$ cat src/rtl/alu_pkg.sv
// alu_pkg: ALU control encodings and FSM state constants shared with ALU_Controller.
package alu_pkg;
  localparam logic [3:0] ALU_AND  = 4'b0000;
  localparam logic [3:0] ALU_OR   = 4'b0001;
  localparam logic [3:0] ALU_ADD  = 4'b0010;
  localparam logic [3:0] ALU_SLL  = 4'b0011;
  localparam logic [3:0] ALU_SRL  = 4'b0100;
  localparam logic [3:0] ALU_SUB  = 4'b0110;
  localparam logic [3:0] ALU_SLT  = 4'b0111;
  localparam logic [3:0] ALU_SLTU = 4'b1000;
  localparam logic [3:0] ALU_NOR  = 4'b1100;
  localparam logic [0:0] ST_IDLE  = 1'b0;
  localparam logic [0:0] ST_SHIFT = 1'b1;
  function automatic logic is_shift(input logic [3:0] op);
    return op == ALU_SLL || op == ALU_SRL;
  endfunction
endpackage

$ cat src/rtl/alu_exec_if.sv
// alu_exec_if: request/result bundle between an issuing stage and alu_exec.
interface alu_exec_if #(parameter int WIDTH = 32);
  logic             start;
  logic [3:0]       alu_control;
  logic [WIDTH-1:0] operand_a;
  logic [WIDTH-1:0] operand_b;
  logic [4:0]       shamt;
  logic             busy;
  logic             done;
  logic [WIDTH-1:0] result;
  logic             zero;
  logic             overflow;
  modport master (output start, alu_control, operand_a, operand_b, shamt,
                  input busy, done, result, zero, overflow);
  modport slave (input start, alu_control, operand_a, operand_b, shamt,
                 output busy, done, result, zero, overflow);
endinterface

$ cat src/rtl/alu_shift_seq.sv
// alu_shift_seq: serial zero-fill shifter, one bit per cycle after load.
module alu_shift_seq #(parameter int WIDTH = 32) (
  input  logic             clk,
  input  logic             reset,
  input  logic             load,
  input  logic             left,
  input  logic [4:0]       amount,
  input  logic [WIDTH-1:0] din,
  output logic [WIDTH-1:0] shifted,
  output logic             finished
);
  logic [WIDTH-1:0] value;
  logic [4:0]       count;
  logic             left_q;
  // shifted is the value after this cycle's step; finished flags the final step
  assign shifted  = left_q ? value << 1 : value >> 1;
  assign finished = count == 5'd1;
  always_ff @(posedge clk)
    if (reset) begin
      value  <= '0;
      count  <= '0;
      left_q <= 1'b0;
    end else if (load) begin
      value  <= din;
      count  <= amount;
      left_q <= left;
    end else if (count != 5'd0) begin
      value <= shifted;
      count <= count - 5'd1;
    end
endmodule

$ cat src/rtl/alu_exec.sv
// alu_exec: single-issue ALU; logic/arith ops in one cycle, shifts via serial shifter.
module alu_exec import alu_pkg::*; #(parameter int WIDTH = 32) (
  input logic       clk,
  input logic       reset,
  alu_exec_if.slave bus
);
  logic [0:0]       state;
  logic [WIDTH-1:0] a, b, sum, diff, res_c, sh_val, result;
  logic             ovf_c, accept, sh_go, sh_last, done, zero, overflow;
  assign a      = bus.operand_a;
  assign b      = bus.operand_b;
  assign sum    = a + b;
  assign diff   = a - b;
  assign accept = bus.start && state == ST_IDLE;
  assign sh_go  = accept && is_shift(bus.alu_control) && bus.shamt != 5'd0;
  always_comb begin
    res_c = '0;
    ovf_c = 1'b0;
    case (bus.alu_control)
      ALU_AND:  res_c = a & b;
      ALU_OR:   res_c = a | b;
      ALU_NOR:  res_c = ~(a | b);
      ALU_ADD: begin
        res_c = sum;
        ovf_c = a[WIDTH-1] == b[WIDTH-1] && sum[WIDTH-1] != a[WIDTH-1];
      end
      ALU_SUB: begin
        res_c = diff;
        ovf_c = a[WIDTH-1] != b[WIDTH-1] && diff[WIDTH-1] != a[WIDTH-1];
      end
      ALU_SLT:  res_c = {{(WIDTH-1){1'b0}}, $signed(a) < $signed(b)};
      ALU_SLTU: res_c = {{(WIDTH-1){1'b0}}, a < b};
      ALU_SLL, ALU_SRL: res_c = b;
      default: ;
    endcase
  end
  alu_shift_seq #(.WIDTH(WIDTH)) u_shift (
    .clk      (clk),
    .reset    (reset),
    .load     (sh_go),
    .left     (bus.alu_control == ALU_SLL),
    .amount   (bus.shamt),
    .din      (b),
    .shifted  (sh_val),
    .finished (sh_last)
  );
  always_ff @(posedge clk)
    if (reset) begin
      state    <= ST_IDLE;
      done     <= 1'b0;
      result   <= '0;
      zero     <= 1'b1;
      overflow <= 1'b0;
    end else begin
      done <= 1'b0;
      if (state == ST_SHIFT) begin
        if (sh_last) begin
          state    <= ST_IDLE;
          done     <= 1'b1;
          result   <= sh_val;
          zero     <= sh_val == '0;
          overflow <= 1'b0;
        end
      end else if (sh_go) begin
        state <= ST_SHIFT;
      end else if (accept) begin
        done     <= 1'b1;
        result   <= res_c;
        zero     <= res_c == '0;
        overflow <= ovf_c;
      end
    end
  assign bus.busy     = state == ST_SHIFT;
  assign bus.done     = done;
  assign bus.result   = result;
  assign bus.zero     = zero;
  assign bus.overflow = overflow;
endmodule
$ cat src/flat_wrapper.sv
// flat-port wrapper written by rule: the top's interface ports become plain ports
module alu_exec_flat import alu_pkg::*;
#(parameter int WIDTH = 32)
  (clk, reset, bus_start, bus_alu_control, bus_operand_a, bus_operand_b, bus_shamt, bus_busy, bus_done, bus_result, bus_zero, bus_overflow);
  alu_exec_if #(.WIDTH(WIDTH)) bus_i ();
  input logic clk;
  input logic reset;
  input wire logic [$bits(bus_i.start)-1:0] bus_start;
  input wire logic [$bits(bus_i.alu_control)-1:0] bus_alu_control;
  input wire logic [$bits(bus_i.operand_a)-1:0] bus_operand_a;
  input wire logic [$bits(bus_i.operand_b)-1:0] bus_operand_b;
  input wire logic [$bits(bus_i.shamt)-1:0] bus_shamt;
  output wire logic [$bits(bus_i.busy)-1:0] bus_busy;
  output wire logic [$bits(bus_i.done)-1:0] bus_done;
  output wire logic [$bits(bus_i.result)-1:0] bus_result;
  output wire logic [$bits(bus_i.zero)-1:0] bus_zero;
  output wire logic [$bits(bus_i.overflow)-1:0] bus_overflow;
  assign bus_i.start = bus_start;
  assign bus_i.alu_control = bus_alu_control;
  assign bus_i.operand_a = bus_operand_a;
  assign bus_i.operand_b = bus_operand_b;
  assign bus_i.shamt = bus_shamt;
  assign bus_busy = bus_i.busy;
  assign bus_done = bus_i.done;
  assign bus_result = bus_i.result;
  assign bus_zero = bus_i.zero;
  assign bus_overflow = bus_i.overflow;
  alu_exec #(.WIDTH(WIDTH)) u_core (.clk(clk), .reset(reset), .bus(bus_i));
endmodule
$ cat config.mk
export PLATFORM = sky130hd
export DESIGN_NAME = alu_exec_flat
export DESIGN_NICKNAME = d
export VERILOG_FILES = /design/src/rtl/alu_pkg.sv /design/src/rtl/alu_exec_if.sv /design/src/rtl/alu_shift_seq.sv /design/src/rtl/alu_exec.sv /design/src/flat_wrapper.sv
export SDC_FILE = /design/constraint.sdc
export NUM_CORES = 1
export LEC_CHECK = 0
export BUFFER_PORTS_ARGS = -buffer_cell sky130_fd_sc_hd__clkbuf_2
export CORE_MARGIN = 4
export CORE_UTILIZATION = 24
export DETAILED_ROUTE_END_ITERATION = 7
export PLACE_DENSITY = 0.44
export RECOVER_POWER = 25
export SYNTH_ARGS = -nofsm -noshare
export SYNTH_HDL_FRONTEND = slang
export SYNTH_SLANG_ARGS = --single-unit
$ cat constraint.sdc
create_clock -name clk -period 5 [get_ports clk]
set_input_delay 1.5 -clock clk [delete_from_list [all_inputs] [get_ports clk]]
set_output_delay 1.5 -clock clk [all_outputs]
set_load 0.02 [all_outputs]
==> results.py, run 1 <==
metrics = {
    "sta": {
        "timing.hold.ws_ps": 448.8,
        "slew_viol_final": 0,
        "clock.fmax_ghz": 0.2115,
        "clock_skew_ps": 7.900,
        "setup_violations": 0,
        "post-route-period-util_pct": 94.57,
        "max_slew_margin_pct": 27.00,
        "tightest_slew_ps": 1091,
        "rsz0062_at_grt": "no",
        "hold_violations": 0,
        "period_minus_slack_ps": 4728,
    },
    "floorplan": {
        "dieArea_um2": 43160,
        "fp.dieW_um": 207.7,
        "coreArea_um2": 39010,
        "die_y_um": 207.7,
        "io_pins": 112,
        "rows": 72,
        "start_util_pct": 24.55,
    },
    "setup_path": {
        "path_cells": "clkbuf_2 -> buf_4 -> ha_1 -> buf_4 -> a211oi_1 -> buf_4 -> nor4_1 -> buf_4 -> o31ai_1 -> buf_4 -> o21ai_1 -> a221o_1 -> a221oi_4 -> o2111ai_1 -> nor4_2 -> nand4_1 -> o31ai_2",
        "worst_ep_arrival_time_ps": 4980,
        "worstSetupEndpointType": "flop",
        "r2r_slack_ps": 1910,
        "r2r-start": "u_core.bus.busy",
        "critPathRequiredTime_ps": 5250,
        "rr_worst_depth": 11,
        "criticalPathCategory": "input port to flop",
        "slowest_stage": "o31ai_1",
        "cp_slowest_stage_delay_ps": 420,
        "crit_fanout": 3,
        "cp-start-kind": "input port",
        "crit_start": "bus_operand_a[0]",
        "worstReg2RegEnd": "u_core.bus.zero",
        "crit_top_cell": "buf_4",
        "endpoint": "u_core.bus.zero",
    },
    "route": {
        "via_per_inst": 5.424,
        "first_iter_violations": 1199,
        "post_drt_wl_per_cell_um": 21.30,
        "drc_errors": 0,
        "dr.pass1.iters": 5,
        "vias": 11390,
        "antenna_left": 0,
        "wirelength_um": 44740,
    },
    "grt": {
        "grt_pass1_wl_um": 67430,
        "first_global_vias": 10790,
        "grt-ovfl-total": 0,
        "grt_max_degree": 76,
        "grt_usage_pct": 19.69,
        "antenna_found_initial": 1,
    },
    "pwr": {
        "power.switching_mw": 1.634,
        "powerDensity_nw_per_um2": 296.2,
        "ir_worst_vdd_mv": 0.2716,
        "power.leakage_nw": 5.117,
        "p_comb_share_pct": 57.7,
        "seq_power_share_pct": 24.8,
        "p_int_mw": 1.936,
        "swShare_pct": 45.77,
        "pwr-share-clk_pct": 17.5,
    },
    "yosys": {
        "synth_most_common_cell": "nor2_1",
        "synth_cell_types": 90,
        "synth_area_um2": 9575,
        "synth.top_cell.area_share_pct": 15.47,
        "ys_top_cells_by_area": "dfxtp_1 (15%), ha_1 (13%), a21oi_1 (8.6%), nor2_1 (7.2%), a211oi_1 (4.5%)",
        "synth_edf_count": 0,
        "ys_async_sr_fraction_pct": 0,
        "ys_top_cells_by_count": "nor2_1 (183), a21oi_1 (164), ha_1 (102), inv_1 (98), nand2_1 (97)",
        "ys_warn_count": 0,
        "syn_inst": 1376,
        "synth_top_area_cell": "dfxtp_1",
        "synth_flop_cell": "dfxtp_1",
        "syn_nets": 1556,
        "syn_area_per_cell_um2": 6.959,
        "ys_seq_area_share_pct": 15.47,
        "ys_seq_elements": 74,
    },
    "finish": {
        "drive_gt1_share_pct": 19.60,
        "instances_no_fill": 2100,
        "layout.nets": 1757,
        "nFillCells": 4314,
        "area_growth_pct": 25.87,
        "n_antenna_cell": 0,
        "fin_area_um2": 12050,
        "fin_util_pct": 30.90,
    },
    "worst_hold_path": {
        "min_path_cells": 2,
        "worstHoldPathType": "flop to flop",
    },
    "job": {
        "drv_cap": 0,
    },
    "cts": {
        "clk_latency_ps": 340,
        "clk_pin_slew_ps": 60,
        "postCtsHoldBufs": 0,
        "cts_tree": "done",
        "cts_buffer_depth": 2,
        "cts_root_buf": "clkbuf_16",
        "htreeDepth": 3,
        "numCtsBuffers": 9,
        "clock_sinks": 74,
    },
    "status": {
        "outcome": "completed",
    },
    "place": {
        "placed_cells": 2084,
        "dp_hpwl_um": 36480,
        "dpl_cell_area_um2": 11770,
        "port_buffers": 111,
        "gp_congestion": 0.9498,
    },
}
through the flow:
| stage | TNS [ps] | worst slack, ps | power [mW] |
|---|---|---|---|
| floorplan | 0 | 541.6 | 2.239 |
| global placement | -566.1 | -416.5 | 2.927 |
| detailed placement | -672.1 | -498.8 | 2.929 |
| CTS | 0 | 86.40 | 3.576 |
| global route | 0 | 24.51 | 3.865 |
| finish | 0 | 271.5 | 3.571 |
layout make-up:
cell class              instances  area [µm²]  share of cell area, %
flip-flops and latches         74        1484                  12.31
multi-input cells            1104        7387                  61.29
well taps                     518       648.1                  5.377
clock inverters                 5       37.54                 0.3114
clock buffers                  11       252.7                  2.097
inverters                     102       382.9                  3.177
repair buffers                286        1861                  15.44
power groups by stage:
stage	Sequential, mW	Combinational [mW]	Clock [mW]
6_report	0.885	2.06	0.626
5_1_grt	0.904	2.30	0.662
4_1_cts	0.883	2.05	0.642
3_5_place_dp	0.894	2.04	0
3_3_place_gp	0.896	2.03	0
2_1_floorplan	0.885	1.35	0
worst max-delay path: cells and delay by family:
family          cells  cell delay, ps
compound gates      7            1970
fa+ha+maj           1             180
buf+inv             6             890
simple gates        3             460
worst min path at each step:
stage,start,to,slack [ps]
floorplan,u_core.bus.result[6],u_core.bus.result[6],530
global placement,u_core.bus.result[11],u_core.bus.result[11],440
detailed placement,u_core.bus.result[16],u_core.bus.result[16],450
CTS,u_core.bus.result[16],u_core.bus.result[16],450
global route,u_core.bus.result[11],u_core.bus.result[11],470
finish,u_core.bus.result[6],u_core.bus.result[6],450
logic make-up (layout without fill, tap and decap cells):
| logic type | Yosys count | after routing | share of synthesized area [%] |
|---|---|---|---|
| AOI/OAI and AO/OA | 492 | 492 | 34.91 |
| xor gates and xnor gates | 9 | 9 | 0.8233 |
| adders and majority gates | 104 | 104 | 13.75 |
| buffers and inverters | 198 | 404 | 8.010 |
| DFF | 74 | 74 | 15.47 |
| muxes | 44 | 44 | 4.613 |
| and+or+nand+nor | 455 | 455 | 22.42 |
timing repair:
item / CTS / global route
setup buffers: 0 / 0
setup endpoints to repair: 1 / 1
gates resized for setup: 1 / 2
routing by layer:
metal	GRT usage (%)	vias up	wire length, µm
li1	-	5475	-
met1	29.32	5386	21260
met2	30.57	463	19270
met3	1.950	65	2978
met4	4.689	2	1213
met5	0	-	14
state kept, by name, summed over array words and instances (netlist names):
signal / cells
u_core.bus.busy: 1
u_core.bus.zero: 1
u_core.u_shift.value: 32
u_core.bus.overflow: 1
u_core.bus.done: 1
u_core.u_shift.left_q: 1
u_core.u_shift.count: 5
u_core.bus.result: 32
placed cells by master (no fill, tap or decap), types with 16 or more instances in the layout:
cell and instances:
mux2i_1 43, a221o_1 17, ha_1 102, a22oi_1 17, nor2_1 181, nand2_1 96, buf_4 173, nor3_1 32
nand4_1 20, dfxtp_1 72, o21ai_0 37, inv_1 98, clkbuf_1 27, a211oi_1 58, nor4_1 16, o211ai_1 28
a21oi_1 164, a221oi_1 16, clkbuf_2 84, nand3_1 25
(Power assumes the default switching activity.)
==> run 2: changes to the inputs <==
--- a/config.mk
+++ b/config.mk
@@ -7,9 +7,9 @@
 export LEC_CHECK = 0
 export BUFFER_PORTS_ARGS = -buffer_cell sky130_fd_sc_hd__clkbuf_2
 export CORE_MARGIN = 4
-export CORE_UTILIZATION = 24
+export CORE_UTILIZATION = 61
 export DETAILED_ROUTE_END_ITERATION = 7
-export PLACE_DENSITY = 0.44
+export PLACE_DENSITY = 0.87
 export RECOVER_POWER = 25
 export SYNTH_ARGS = -nofsm -noshare
 export SYNTH_HDL_FRONTEND = slang
==> results.py, run 2 (synthesis results as in run 1) <==
metrics = {
    "route": {
        "via_per_inst": 7.063,
        "dr.pass1.iters": 8,
        "first_iter_violations": 2150,
        "antenna_left": 0,
        "post_drt_wl_per_cell_um": 23.54,
        "wirelength_um": 40570,
        "vias": 12170,
        "drc_errors": 7,
    },
    "finish": {
        "n_antenna_cell": 0,
        "layout_common_cells": "nor2_1 (182), a21oi_1 (164), buf_4 (103)",
        "drive_gt1_share_pct": 15.81,
        "fin_area_um2": 11210,
        "layout.nets": 1687,
        "nFillCells": 1255,
        "area_growth_pct": 17.09,
        "instances_no_fill": 1723,
        "reg.largest.list": "u_core.bus.result (32), u_core.u_shift.value (32), u_core.u_shift.count (5)",
        "fin_util_pct": 73.21,
        "layout_commonest_cell": "nor2_1",
    },
    "setup_path": {
        "worstSetupEndpointType": "flop",
        "criticalPathCategory": "input port to flop",
        "worst_ep_arrival_time_ps": 5020,
        "critPathRequiredTime_ps": 5260,
        "path_cells": "clkbuf_2 -> inv_1 -> ha_1 -> nor2b_1 -> a211o_1 -> a211oi_2 -> a31oi_1 -> o31a_1 -> a221o_1 -> a221oi_1 -> buf_4 -> o2111ai_1 -> nor4_2 -> nand4_1 -> o31ai_2",
        "cp_slowest_stage_delay_ps": 440,
        "slowest_stage": "ha_1",
        "crit_fanout": 9,
        "cp-start-kind": "input port",
    },
    "grt": {
        "grt_busiest_layer": "met2",
        "antenna_found_initial": 0,
        "met3_usage_pct": 12.76,
        "grt_pass1_wl_um": 61350,
        "grt_max_degree": 75,
        "grt-ovfl-total": 0,
        "grt_util_met1_pct": 58.40,
        "first_global_vias": 11090,
        "grt_usage_pct": 43.15,
        "grt_util_met2_pct": 63.91,
    },
    "sta": {
        "clock.fmax_ghz": 0.2101,
        "clock_skew_ps": 7.038,
        "period_minus_slack_ps": 4759,
        "hold_violations": 0,
        "tightest_slew_ps": 1006,
        "slew_viol_final": 0,
        "rsz0062_at_grt": "no",
        "setup_tns_ps": 0,
        "setup_violations": 0,
        "max_slew_margin_pct": 32.66,
        "post-route-period-util_pct": 95.17,
        "timing.hold.ws_ps": 450.2,
    },
    "place": {
        "dpl_cell_area_um2": 10860,
        "port_buffers": 111,
        "gp_congestion": 1.053,
        "placed_cells": 1707,
        "dp_hpwl_um": 30620,
    },
    "floorplan": {
        "io_pins": 112,
        "coreArea_um2": 15310,
        "rows": 45,
        "dieArea_um2": 17770,
        "fp.dieW_um": 133.3,
        "die_y_um": 133.3,
        "start_util_pct": 62.52,
    },
    "status": {
        "outcome": "complete, but fails checks",
        "violations": "DRC",
    },
    "cts": {
        "cts_resized": 0,
        "clock_sinks": 74,
        "cts_tree": "done",
        "clk_latency_ps": 340,
        "numCtsBuffers": 9,
        "clk_pin_slew_ps": 60,
        "cts_root_buf": "clkbuf_16",
        "cts_buffer_depth": 2,
        "postCtsHoldBufs": 0,
        "htreeDepth": 3,
        "cts_setup_buffers": 0,
    },
    "pwr": {
        "powerDensity_nw_per_um2": 336.6,
        "ir_worst_vdd_mv": 0.3720,
        "power.leakage_nw": 4.811,
    },
    "worst_hold_path": {
        "worstHoldPathType": "flop to flop",
    },
    "job": {
        "drv_cap": 0,
    },
}
run 2: changes by cell type in the layout (fill, tap and decap cells not counted), moves of 2 or more:
cell	change
buf_4	-70
bufinv_16	+4
clkinvlp_4	-2
o31ai_1	-2
o31ai_2	+2
run 2: cell type report:
class	instances	area, µm²	share of cell area [%]
clock inverters	5	125.1	1.116
multi-input cells	1104	7380	65.82
well taps	211	264.0	2.355
clock buffers	11	242.7	2.165
inverters	102	382.9	3.415
repair buffers	216	1335	11.91
flip-flops and latches	74	1483	13.22
run 2: power by group:
group,switching (mW),internal (mW)
Clock,0.246,0.551
Sequential,0.138,0.755
Combinational,1.32,0.760
run 2: layer usage:
metal  up-vias  wire length [µm]
met5         -                 0
met4         0              2065
met3       181              6063
met2      1070             16670
met1      5576             15770
li1       5342                 -
run 2: worst paths after layout:
path | startpoint | endpoint | slack [ps] | cells after the start
hold / removal | u_core.bus.result[27] | u_core.bus.result[27] | 450 | 2
setup / recovery | bus_operand_b[2] | u_core.bus.zero | 240 | 15
setup reg to reg | u_core.bus.busy | u_core.bus.zero | 1920 | 10
hold reg to reg | u_core.bus.result[27] | u_core.bus.result[27] | 450 | 2
run 2: worst max-delay path, delay by kind of cell:
kind            cells  cell delay, ps
fa+ha+maj           1             440
simple gates        3             570
buf+inv             3             430
compound gates      8            2060
run 2: stage by stage:
stage / setup slack (ps) / power, mW
5_1_grt: 28.31 / 3.947
3_5_place_dp: -108.4 / 2.833
4_1_cts: 219.6 / 3.674
3_3_place_gp: -28.21 / 2.785
6_report: 241.4 / 3.774
2_1_floorplan: 541.6 / 2.239
==> run 3: changes to the inputs <==
==> constraint.sdc (replaced) <==
create_clock -name clk -period 5.3 [get_ports clk]
set_input_delay 1.59 -clock clk [delete_from_list [all_inputs] [get_ports clk]]
set_output_delay 1.59 -clock clk [all_outputs]
set_load 0.02 [all_outputs]
==> results.py, run 3 (synthesis results as in run 1) <==
metrics = {
    "setup_path": {
        "worst_ep_arrival_time_ps": 5410,
        "path_cells": "clkbuf_2 -> inv_1 -> ha_1 -> nor2b_1 -> a211o_1 -> a211oi_2 -> a31oi_1 -> o31a_1 -> a221o_1 -> a221oi_1 -> o2111ai_1 -> nor4_1 -> nand4_1 -> o31ai_2",
        "critPathRequiredTime_ps": 5560,
        "crit_fanout": 9,
        "cp-start-kind": "input port",
        "worstSetupEndpointType": "flop",
        "cp_slowest_stage_delay_ps": 510,
        "slowest_stage": "a221oi_1",
        "criticalPathCategory": "input port to flop",
    },
    "route": {
        "antenna_left": 0,
        "first_iter_violations": 1888,
        "post_drt_wl_per_cell_um": 22.91,
        "vias": 11610,
        "via_per_inst": 6.930,
        "wirelength_um": 38390,
        "drc_errors": 0,
        "dr.pass1.iters": 6,
    },
    "sta": {
        "clock.fmax_ghz": 0.1943,
        "setup_violations": 0,
        "clock_skew_ps": 4.846,
        "setup_tns_ps": 0,
        "period_minus_slack_ps": 5148,
        "post-route-period-util_pct": 97.13,
        "max_slew_margin_pct": 31.58,
        "hold_violations": 0,
        "fin_ws_ps": 152.2,
        "tightest_slew_ps": 1026,
        "timing.hold.ws_ps": 454.7,
        "rsz0062_at_grt": "no",
        "slew_viol_final": 0,
    },
    "finish": {
        "layout_commonest_cell": "nor2_1",
        "fin_util_pct": 70.52,
        "reg.largest.list": "u_core.bus.result (32), u_core.u_shift.value (32), u_core.u_shift.count (5)",
        "n_antenna_cell": 0,
        "layout_common_cells": "nor2_1 (182), a21oi_1 (164), ha_1 (102)",
        "layout.nets": 1640,
        "fin_area_um2": 10800,
        "drive_gt1_share_pct": 12.90,
        "area_growth_pct": 12.79,
    },
    "pwr": {
        "power.leakage_nw": 4.558,
        "ir_worst_vdd_mv": 0.3171,
        "powerDensity_nw_per_um2": 313.4,
    },
    "grt": {
        "grt_max_degree": 75,
        "first_global_vias": 10490,
        "grt_pass1_wl_um": 58630,
        "grt-ovfl-total": 0,
        "antenna_found_initial": 0,
        "grt_usage_pct": 41.05,
    },
    "job": {
        "drv_cap": 0,
    },
    "cts": {
        "cts_root_buf": "clkbuf_16",
        "postCtsHoldBufs": 0,
        "numCtsBuffers": 9,
        "cts_setup_buffers": 0,
        "clock_sinks": 74,
        "cts_buffer_depth": 2,
        "cts_resized": 0,
        "cts_tree": "done",
        "htreeDepth": 3,
        "clk_pin_slew_ps": 60,
        "clk_latency_ps": 340,
    },
    "floorplan": {
        "io_pins": 112,
        "dieArea_um2": 17770,
        "fp.dieW_um": 133.3,
        "die_y_um": 133.3,
        "rows": 45,
        "start_util_pct": 62.52,
        "coreArea_um2": 15310,
    },
    "place": {
        "dpl_cell_area_um2": 10510,
        "post-place-ws_ps": -107.2,
        "port_buffers": 111,
        "dp_hpwl_um": 28940,
        "gp_congestion": 1.040,
    },
    "status": {
        "outcome": "completed",
    },
    "worst_hold_path": {
        "worstHoldPathType": "flop to flop",
    },
}
[run 3: per-stage QoR]
step           total power, mW  std cells
5_1_grt                  3.575       1676
3_3_place_gp             2.577       1660
2_1_floorplan            2.112       1376
3_5_place_dp             2.611       1660
6_report                 3.385       1676
4_1_cts                  3.309       1676
[run 3: area by class of cell]
cell class	instances	area, µm²
Clock buffer	10	239.0
Fill cell	1303	4514
Timing Repair Buffer	169	982.2
Tap cell	211	264.0
Sequential cell	74	1483
Multi-Input combinational cell	1104	7361
Inverter	102	382.9
Clock inverter	6	88.84
[run 3: where the power goes]
part	switching (mW)	internal, mW
combinational	1.20	0.678
clock	0.237	0.425
sequential	0.133	0.712
total	1.57	1.82
[run 3: critical path, delay by kind of cell]
| kind | cells | cell delay [ps] |
|---|---|---|
| compound gates | 8 | 2450 |
| buf+inv | 2 | 210 |
| fa+ha+maj | 1 | 420 |
| simple gates | 3 | 750 |
[run 3: per-layer routing]
| layer | GRT usage, % | vias up | wire length [µm] | part of all wire (%) |
|---|---|---|---|---|
| met2 | 61.51 | 932 | 15990 | 42 |
| met1 | 58.01 | 5312 | 15490 | 40 |
| met3 | 9.366 | 144 | 5470 | 14 |
| met5 | 0 | - | 0 | 0 |
| li1 | - | 5226 | - | - |
| met4 | 14.06 | 0 | 1439 | 3.7 |
[run 3: final timing paths]
path,startpoint,to,slack (ps),depth (start not counted)
min,u_core.bus.result[17],u_core.bus.result[17],450,2
max,bus_operand_b[2],u_core.bus.zero,150,14
min reg2reg,u_core.bus.result[17],u_core.bus.result[17],450,2
max reg2reg,u_core.bus.busy,u_core.bus.zero,2320,12
